`src/rtl/measure_ctrl_pkg.sv`:
```
// Shared definitions for the measurement controller and the datapath top
// that instantiates it: default widths, clear length and the FSM state type.
package measure_ctrl_pkg;

    localparam int CNT_WIDTH_DEF  = 32;
    localparam int CLR_CYCLES_DEF = 4;

    typedef enum logic [2:0] {
        S_IDLE,
        S_CLEAR,
        S_WAIT,
        S_SETTLE,
        S_ACCUM,
        S_DONE
    } state_e;

endpackage

```
`src/rtl/measure_ctrl_sync_2ff.sv`:
```
// Two-flop synchronizer for a single-bit level coming from another clock domain.
// Ports: clk_i / rst_n_i   destination clock, async active-low reset
//        d_i               asynchronous input
//        q_o               synchronized output (two clk_i cycles of latency)
module sync_2ff (
    input  logic clk_i,
    input  logic rst_n_i,
    input  logic d_i,
    output logic q_o
);

    logic meta_q;
    logic sync_q;

    always_ff @(posedge clk_i or negedge rst_n_i) begin
        if (!rst_n_i) begin
            meta_q <= 1'b0;
            sync_q <= 1'b0;
        end else begin
            meta_q <= d_i;
            sync_q <= meta_q;
        end
    end

    assign q_o = sync_q;

endmodule

```
`src/rtl/measure_ctrl.sv`:
```
// Measurement sequencer: for each of num_meas_i measurements it resets the
// datapath, waits for its completion flag, captures the interval count and
// accumulates sum/min/max. A run ends on the last measurement or on timeout.
// Ports: clk_i, rst_n_i             clock, async active-low reset
//        start_i, num_meas_i        run request and measurement count
//        intval_cnt_i, cnt_valid_i  datapath result and its (async) valid flag
//        meas_rst_o                 active-high datapath reset
//        busy_o, err_timeout_o      run in progress / last run aborted
//        res_*_o, res_valid_o, res_ready_i   result bundle with handshake
//
// state    | meaning
// S_IDLE   | waiting for start
// S_CLEAR  | datapath held in reset for CLR_CYCLES cycles
// S_WAIT   | waiting for completion event, timeout counter running
// S_SETTLE | two cycles before sampling the interval count
// S_ACCUM  | fold captured count into sum/min/max
// S_DONE   | results presented until res_ready_i
module measure_ctrl
    import measure_ctrl_pkg::*;
#(
    parameter int CNT_WIDTH  = CNT_WIDTH_DEF,
    parameter int NUM_W      = 8,
    parameter int TIMEOUT    = 1048576,
    parameter int CLR_CYCLES = CLR_CYCLES_DEF
) (
    input  logic                       clk_i,
    input  logic                       rst_n_i,
    input  logic                       start_i,
    input  logic [NUM_W-1:0]           num_meas_i,
    input  logic [CNT_WIDTH-1:0]       intval_cnt_i,
    input  logic                       cnt_valid_i,
    output logic                       meas_rst_o,
    output logic                       busy_o,
    output logic                       err_timeout_o,
    output logic [CNT_WIDTH+NUM_W-1:0] res_sum_o,
    output logic [CNT_WIDTH-1:0]       res_min_o,
    output logic [CNT_WIDTH-1:0]       res_max_o,
    output logic [NUM_W-1:0]           res_n_o,
    output logic                       res_valid_o,
    input  logic                       res_ready_i
);

    localparam int SW = CNT_WIDTH + NUM_W;
    localparam int TW = (TIMEOUT > 1) ? $clog2(TIMEOUT) : 1;
    localparam int PW = $clog2(CLR_CYCLES + 2);

    state_e               state_q, state_d;
    logic                 meas_rst_q;
    logic [NUM_W-1:0]     num_q, num_d;
    logic [TW-1:0]        to_cnt_q, to_cnt_d;
    logic [PW-1:0]        ph_cnt_q, ph_cnt_d;
    logic [CNT_WIDTH-1:0] cap_q, cap_d;
    logic [SW-1:0]        sum_q, sum_d;
    logic [NUM_W-1:0]     n_q, n_d;
    logic [CNT_WIDTH-1:0] min_q, min_d;
    logic [CNT_WIDTH-1:0] max_q, max_d;
    logic                 err_q, err_d;
    logic                 vld_sync;
    logic                 vld_prev_q;
    logic                 evt;

    sync_2ff u_sync_valid (
        .clk_i   (clk_i),
        .rst_n_i (rst_n_i),
        .d_i     (cnt_valid_i),
        .q_o     (vld_sync)
    );

    assign evt = vld_sync & ~vld_prev_q;

    always_comb begin
        state_d  = state_q;
        num_d    = num_q;
        to_cnt_d = to_cnt_q;
        ph_cnt_d = ph_cnt_q;
        cap_d    = cap_q;
        sum_d    = sum_q;
        n_d      = n_q;
        min_d    = min_q;
        max_d    = max_q;
        err_d    = err_q;
        case (state_q)
            S_IDLE: begin
                if (start_i && (num_meas_i != '0)) begin
                    state_d  = S_CLEAR;
                    num_d    = num_meas_i;
                    sum_d    = '0;
                    n_d      = '0;
                    min_d    = '1;
                    max_d    = '0;
                    err_d    = 1'b0;
                    ph_cnt_d = PW'(CLR_CYCLES - 1);
                end
            end
            S_CLEAR: begin
                if (ph_cnt_q == '0) begin
                    state_d  = S_WAIT;
                    to_cnt_d = '0;
                end else begin
                    ph_cnt_d = ph_cnt_q - PW'(1);
                end
            end
            S_WAIT: begin
                if (evt) begin
                    state_d  = S_SETTLE;
                    ph_cnt_d = PW'(1);
                end else if (to_cnt_q == TW'(TIMEOUT - 1)) begin
                    state_d = S_DONE;
                    err_d   = 1'b1;
                end else begin
                    to_cnt_d = to_cnt_q + TW'(1);
                end
            end
            S_SETTLE: begin
                if (ph_cnt_q == '0) begin
                    cap_d   = intval_cnt_i;
                    state_d = S_ACCUM;
                end else begin
                    ph_cnt_d = ph_cnt_q - PW'(1);
                end
            end
            S_ACCUM: begin
                sum_d = sum_q + SW'(cap_q);
                n_d   = n_q + NUM_W'(1);
                if (cap_q < min_q) min_d = cap_q;
                if (cap_q > max_q) max_d = cap_q;
                if (n_d == num_q) begin
                    state_d = S_DONE;
                end else begin
                    state_d  = S_CLEAR;
                    ph_cnt_d = PW'(CLR_CYCLES - 1);
                end
            end
            S_DONE: begin
                if (res_ready_i) state_d = S_IDLE;
            end
            default: state_d = S_IDLE;
        endcase
    end

    always_ff @(posedge clk_i or negedge rst_n_i) begin
        if (!rst_n_i) begin
            state_q    <= S_IDLE;
            meas_rst_q <= 1'b1;
            num_q      <= '0;
            to_cnt_q   <= '0;
            ph_cnt_q   <= '0;
            cap_q      <= '0;
            sum_q      <= '0;
            n_q        <= '0;
            min_q      <= '1;
            max_q      <= '0;
            err_q      <= 1'b0;
            vld_prev_q <= 1'b0;
        end else begin
            state_q    <= state_d;
            // Registered from the next state so it tracks CLEAR exactly and
            // drops on the first edge after reset release.
            meas_rst_q <= (state_d == S_CLEAR);
            num_q      <= num_d;
            to_cnt_q   <= to_cnt_d;
            ph_cnt_q   <= ph_cnt_d;
            cap_q      <= cap_d;
            sum_q      <= sum_d;
            n_q        <= n_d;
            min_q      <= min_d;
            max_q      <= max_d;
            err_q      <= err_d;
            vld_prev_q <= vld_sync;
        end
    end

    assign meas_rst_o    = meas_rst_q;
    assign busy_o        = (state_q != S_IDLE);
    assign res_valid_o   = (state_q == S_DONE);
    assign err_timeout_o = err_q;
    assign res_sum_o     = sum_q;
    assign res_min_o     = min_q;
    assign res_max_o     = max_q;
    assign res_n_o       = n_q;

endmodule

```
`config.mk`:
```
export PLATFORM = sky130hd
export DESIGN_NAME = measure_ctrl
export DESIGN_NICKNAME = d
export VERILOG_FILES = /design/src/rtl/measure_ctrl_pkg.sv /design/src/rtl/measure_ctrl_sync_2ff.sv /design/src/rtl/measure_ctrl.sv
export SDC_FILE = /design/constraint.sdc
export NUM_CORES = 1
export LEC_CHECK = 0
export BUFFER_PORTS_ARGS = -buffer_cell sky130_fd_sc_hd__buf_2
export CAP_MARGIN = 25
export CORE_ASPECT_RATIO = 2
export CORE_UTILIZATION = 39
export DETAILED_ROUTE_END_ITERATION = 10
export PLACE_DENSITY = 0.7
export SYNTH_ARGS = -nofsm -noshare
export SYNTH_HDL_FRONTEND = slang
export SYNTH_SLANG_ARGS = --single-unit
```
`constraint.sdc`:
```
create_clock -name clk_i -period 6.8 [get_ports clk_i]
set_input_delay 0 -clock clk_i [delete_from_list [all_inputs] [get_ports clk_i]]
set_output_delay 0 -clock clk_i [all_outputs]
set_load 0.1 [all_outputs]
```
==> summary.txt <==
Layout
  • Fillers: roughly 2700
  • Nets: 1503
  • Syn-to-layout area delta: 20.2%
  • Inserted Diodes: 0
  • Proportion of layout cells with a drive suffix above 1: 0.235

Critical path
  • Crit path kind: flip-flop to flip-flop
  • Slowest cell on crit path: o41ai_1
  • Worst Reg-to-Reg Cells: 10
  • Crit path DAT: between 3 and 4 ns
  • Req. time, crit path: just over 7 ns
  • Worst path max stage delay: 0.59 ns
  • Crit end category: flip-flop
  • Highest net fanout along the worst path: 17
  • Crit path launch type: flip-flop
  • Critical Path, Cell by Cell: inv_1 -> ha_1 -> and3_1 -> a221oi_1 -> o21ai_0 -> a41o_1 -> o41ai_1 -> a21oi_4 -> buf_16 -> mux2_2

Floorplan
  • Initial core utilization: 0.397
  • Die area: 0.0294 sq mm
  • Core footprint: 0.0282 sq mm
  • Vert. Die Dim: 242 microns
  • Placement Rows: 87
  • Top-Level Pins: ~160
  • Die width: 122 microns

Power and ir drop
  • Total power: 0.00687 W
  • Sequential Power Share: 0.275
  • Clock share of power: 0.147
  • Static leakage: 6.66 nW
  • Int Pwr: 0.00322 W
  • Max VDD drop: 0.227 mV
  • Switching pwr: between 0.003 and 0.004 W
  • Sw frac: 0.532
  • Comb power frac: 0.578
  • Power Density: a little over 500 mW/mm^2

CTS
  • Total CTS buffers: 17
  • Clk Latency, worst-skew pair: 0.46 ns
  • Sink Count: 183
  • Htree depth: 4
  • CTS max path bufs: 2
  • Cts hold-fix bufs: 44
  • Post-CTS setup buffers: 0
  • CTS tree: built
  • Clk slew on worst S/H paths: 0.07 ns
  • Clock root buffer: clkbuf_16
  • Post-cts sizing count: 0

Logic synthesis
  • Adder-cell area share of the yosys netlist: 0.112
  • Synth Area in XOR/XNOR: 0.0415
  • Register bit total from synthesis: 183
  • Post-synth net total: 1314
  • Fraction of the yosys area taken by sequential cells: 0.413
  • Distinct cell type count after synthesis: 63
  • Compound-cell area share of the yosys netlist: 0.131
  • Simple-gate share of the synthesized area: 0.140
  • Post-synthesis mux area share: 0.108
  • Main combinational cell family by area after synthesis: simple AND/OR/NAND/NOR gates
  • Top_reg_cell synth: dfrtp_1
  • Synthesized area: 0.0112 sq mm
  • Post-synth ARST share: 1.00
  • Mean Syn Cell Area: 9.58 sq um
  • Post-synth EDFFs: 0
  • Yosys warning count: 0
  • Gate Count Post-Synth: 1169

Drt
  • Via count: 9285
  • Average wire per standard cell: 17.9 microns
  • Routed Antenna Nets: 0
  • Routed WL: between 30000 and 40000 microns
  • Post-route DRC: 0
  • DRT Pass-1 Iters: 5
  • Detailed router's first-iteration violation count: ~330
  • Post-DR vias/cell: roughly 5.4

Timing
  • Fin crit share: 0.512
  • Final hold violations: 0
  • RSZ-0062 raised after global routing: false
  • Max-slew headroom: 0.374
  • Setup_tns: 0 ns
  • Max Fclk: 287 MHz
  • Final setup violation count: 0
  • Final Max Slew Viols: 0
  • Worst slew pin tran: 0.939 ns
  • Post-route minimum period: 3.48 ns
  • Clock skew: 0.0120 ns

Global route
  • Antenna violations before repair: 0
  • GRT Total Usage: 0.220
  • Overflow after GRT: 0
  • First-pass GRT wire length: 49700 microns
  • Vias in the first global route: 9612
  • Largest net degree at the start of global routing: 71

Run status
  • Status: finished, final reports clean

Placed design
  • PortBufs: 160
  • Gp weighted congestion: 0.854
  • DP Wirelength: around 23000 microns

Flow run
  • Max cap viols: 0

Worst hold path
  • Hold Crit Class: input port to async pin
## worst paths after layout
kind / slack, ns / to / from
min in group clk_i: 0.18 / u_sync_valid.meta_q$_DFF_PN0_ / cnt_valid_i
worst min register to register: 0.35 / u_sync_valid.q_o$_DFF_PN0_ / u_sync_valid.meta_q$_DFF_PN0_
max in group asynchronous: 5.45 / res_max_o[5]$_DFFE_PN0P_ / rst_n_i
worst min-delay path: 0.02 / num_q[1]$_DFFE_PN0P_ / rst_n_i
worst max-delay path: 3.32 / res_min_o[8]$_DFFE_PN1P_ / res_min_o[6]$_DFFE_PN1P_
worst max register to register: 3.32 / res_min_o[8]$_DFFE_PN1P_ / res_min_o[6]$_DFFE_PN1P_
## cell type report
cell class              instances  area [sq um]  share of cell area
repair buffers                214          1360               0.101
clock inverters                 8          97.6             0.00725
well taps                     356           445              0.0331
clock buffers                  24           492              0.0365
inverters                     115           432              0.0321
flip-flops and latches        183          4620               0.343
multi-input cells             827          6010               0.446
## state kept, by name, summed over array words and instances (netlist names)
register	flops
err_timeout_o	1
cap_q	32
state_q	3
u_sync_valid.meta_q	1
u_sync_valid.q_o	1
res_min_o	32
res_n_o	8
ph_cnt_q	3
num_q	8
to_cnt_q	20
meas_rst_o	1
vld_prev_q	1
res_sum_o	40
res_max_o	32
## cell families (layout without fill, tap and decap cells)
| kind of cell | after synthesis | after routing |
|---|---|---|
| simple gates | 334 | 334 |
| xor+xnor | 53 | 53 |
| mux | 112 | 112 |
| fa+ha+maj | 100 | 100 |
| flops | 183 | 183 |
| buf+inv | 159 | 361 |
| compound gates | 228 | 228 |
## metal layers
layer,wire [microns],part of all wire,GRT usage,up-vias
met5,0,0,0,-
met4,1690,0.054,0.129,0
met3,1320,0.042,0.0474,85
met2,16800,0.54,0.405,211
met1,11100,0.36,0.220,4519
li1,-,-,-,4470
## cell usage after synthesis (3+ instances only)
master    count  area (sq um)
dfrtp_1     150          3750
nand2_1     138           518
inv_1       115           432
ha_1         99          1240
mux2_2       71           800
a21oi_1      61           305
o21ai_0      59           295
nor2_1       57           214
nand3_1      44           220
mux2i_1      41           410
a21o_1       37           278
clkbuf_1     34           128
dfstp_2      33           867
nand4_1      31           194
xnor2_1      27           236
xor2_1       26           228
o211ai_1     12          90.1
and3_1        9          56.3
nor2b_1       9          56.3
nor3_1        9          45.0
a31oi_1       8          50.1
nand2b_1      8          50.1
nor4_1        7          43.8
o31ai_1       7          52.6
o21a_1        6          45.0
or2_2         6          37.5
and4_1        5          43.8
o221ai_1      5          43.8
a211oi_1      4          30.0
buf_1         4          15.0
buf_2         4          20.0
a22o_1        3          26.3
and2_1        3          18.8
o21bai_1      3          22.5
## power by group through the flow
stage / Combinational, W / Sequential, W / Clock (W)
floorplan: 0.00185 / 0.00314 / 0
global placement: 0.00385 / 0.00189 / 0
detailed placement: 0.00394 / 0.00191 / 0
CTS: 0.00398 / 0.00189 / 0.00103
global route: 0.00428 / 0.00194 / 0.00108
finish: 0.00397 / 0.00189 / 0.00101
## critical path, delay by kind of cell, from the launching register on
family	cells	cell delay (ns)
compound gates	5	1.73
fa+ha+maj	1	0.30
buf+inv	2	0.33
flops	1	0.56
mux	1	0.28
simple gates	1	0.20
## cells in the final DEF, fill, tap and decap left out, types with 6 or more instances in the layout
| cell | netlist | final |
|---|---|---|
| buf_2 | 4 | 159 |
| dfrtp_1 | 150 | 150 |
| nand2_1 | 138 | 138 |
| inv_1 | 115 | 115 |
| ha_1 | 99 | 99 |
| mux2_2 | 71 | 71 |
| a21oi_1 | 61 | 60 |
| o21ai_0 | 59 | 59 |
| nor2_1 | 57 | 57 |
| dlygate4sd3_1 | 0 | 44 |
| nand3_1 | 44 | 42 |
| mux2i_1 | 41 | 41 |
| a21o_1 | 37 | 37 |
| dfstp_2 | 33 | 33 |
| nand4_1 | 31 | 31 |
| xnor2_1 | 27 | 27 |
| xor2_1 | 26 | 26 |
| clkbuf_16 | 0 | 17 |
| o211ai_1 | 12 | 12 |
| nor2b_1 | 9 | 9 |
| nor3_1 | 9 | 9 |
| and3_1 | 9 | 9 |
| buf_4 | 0 | 8 |
| nand2b_1 | 8 | 7 |
| o31ai_1 | 7 | 7 |
| nor4_1 | 7 | 7 |
| a31oi_1 | 8 | 7 |
| or2_2 | 6 | 6 |
| o21a_1 | 6 | 6 |
## stage by stage
stage                     setup WS, ns  instances  instance area [sq um]  utilization  hold WS [ns]
final                             3.32       1727                  13500        0.477        0.0168
after global routing              3.27       1727                  13500        0.477        0.0505
after detailed placement          3.29       1651                  12400        0.441       -0.0431
after CTS                         3.29       1727                  13500        0.477        0.0338
after floorplan                   3.43       1169                  11200            -        -0.296
after global placement            3.36       1648                  12400        0.439       -0.0460
(Power assumes the default switching activity.)
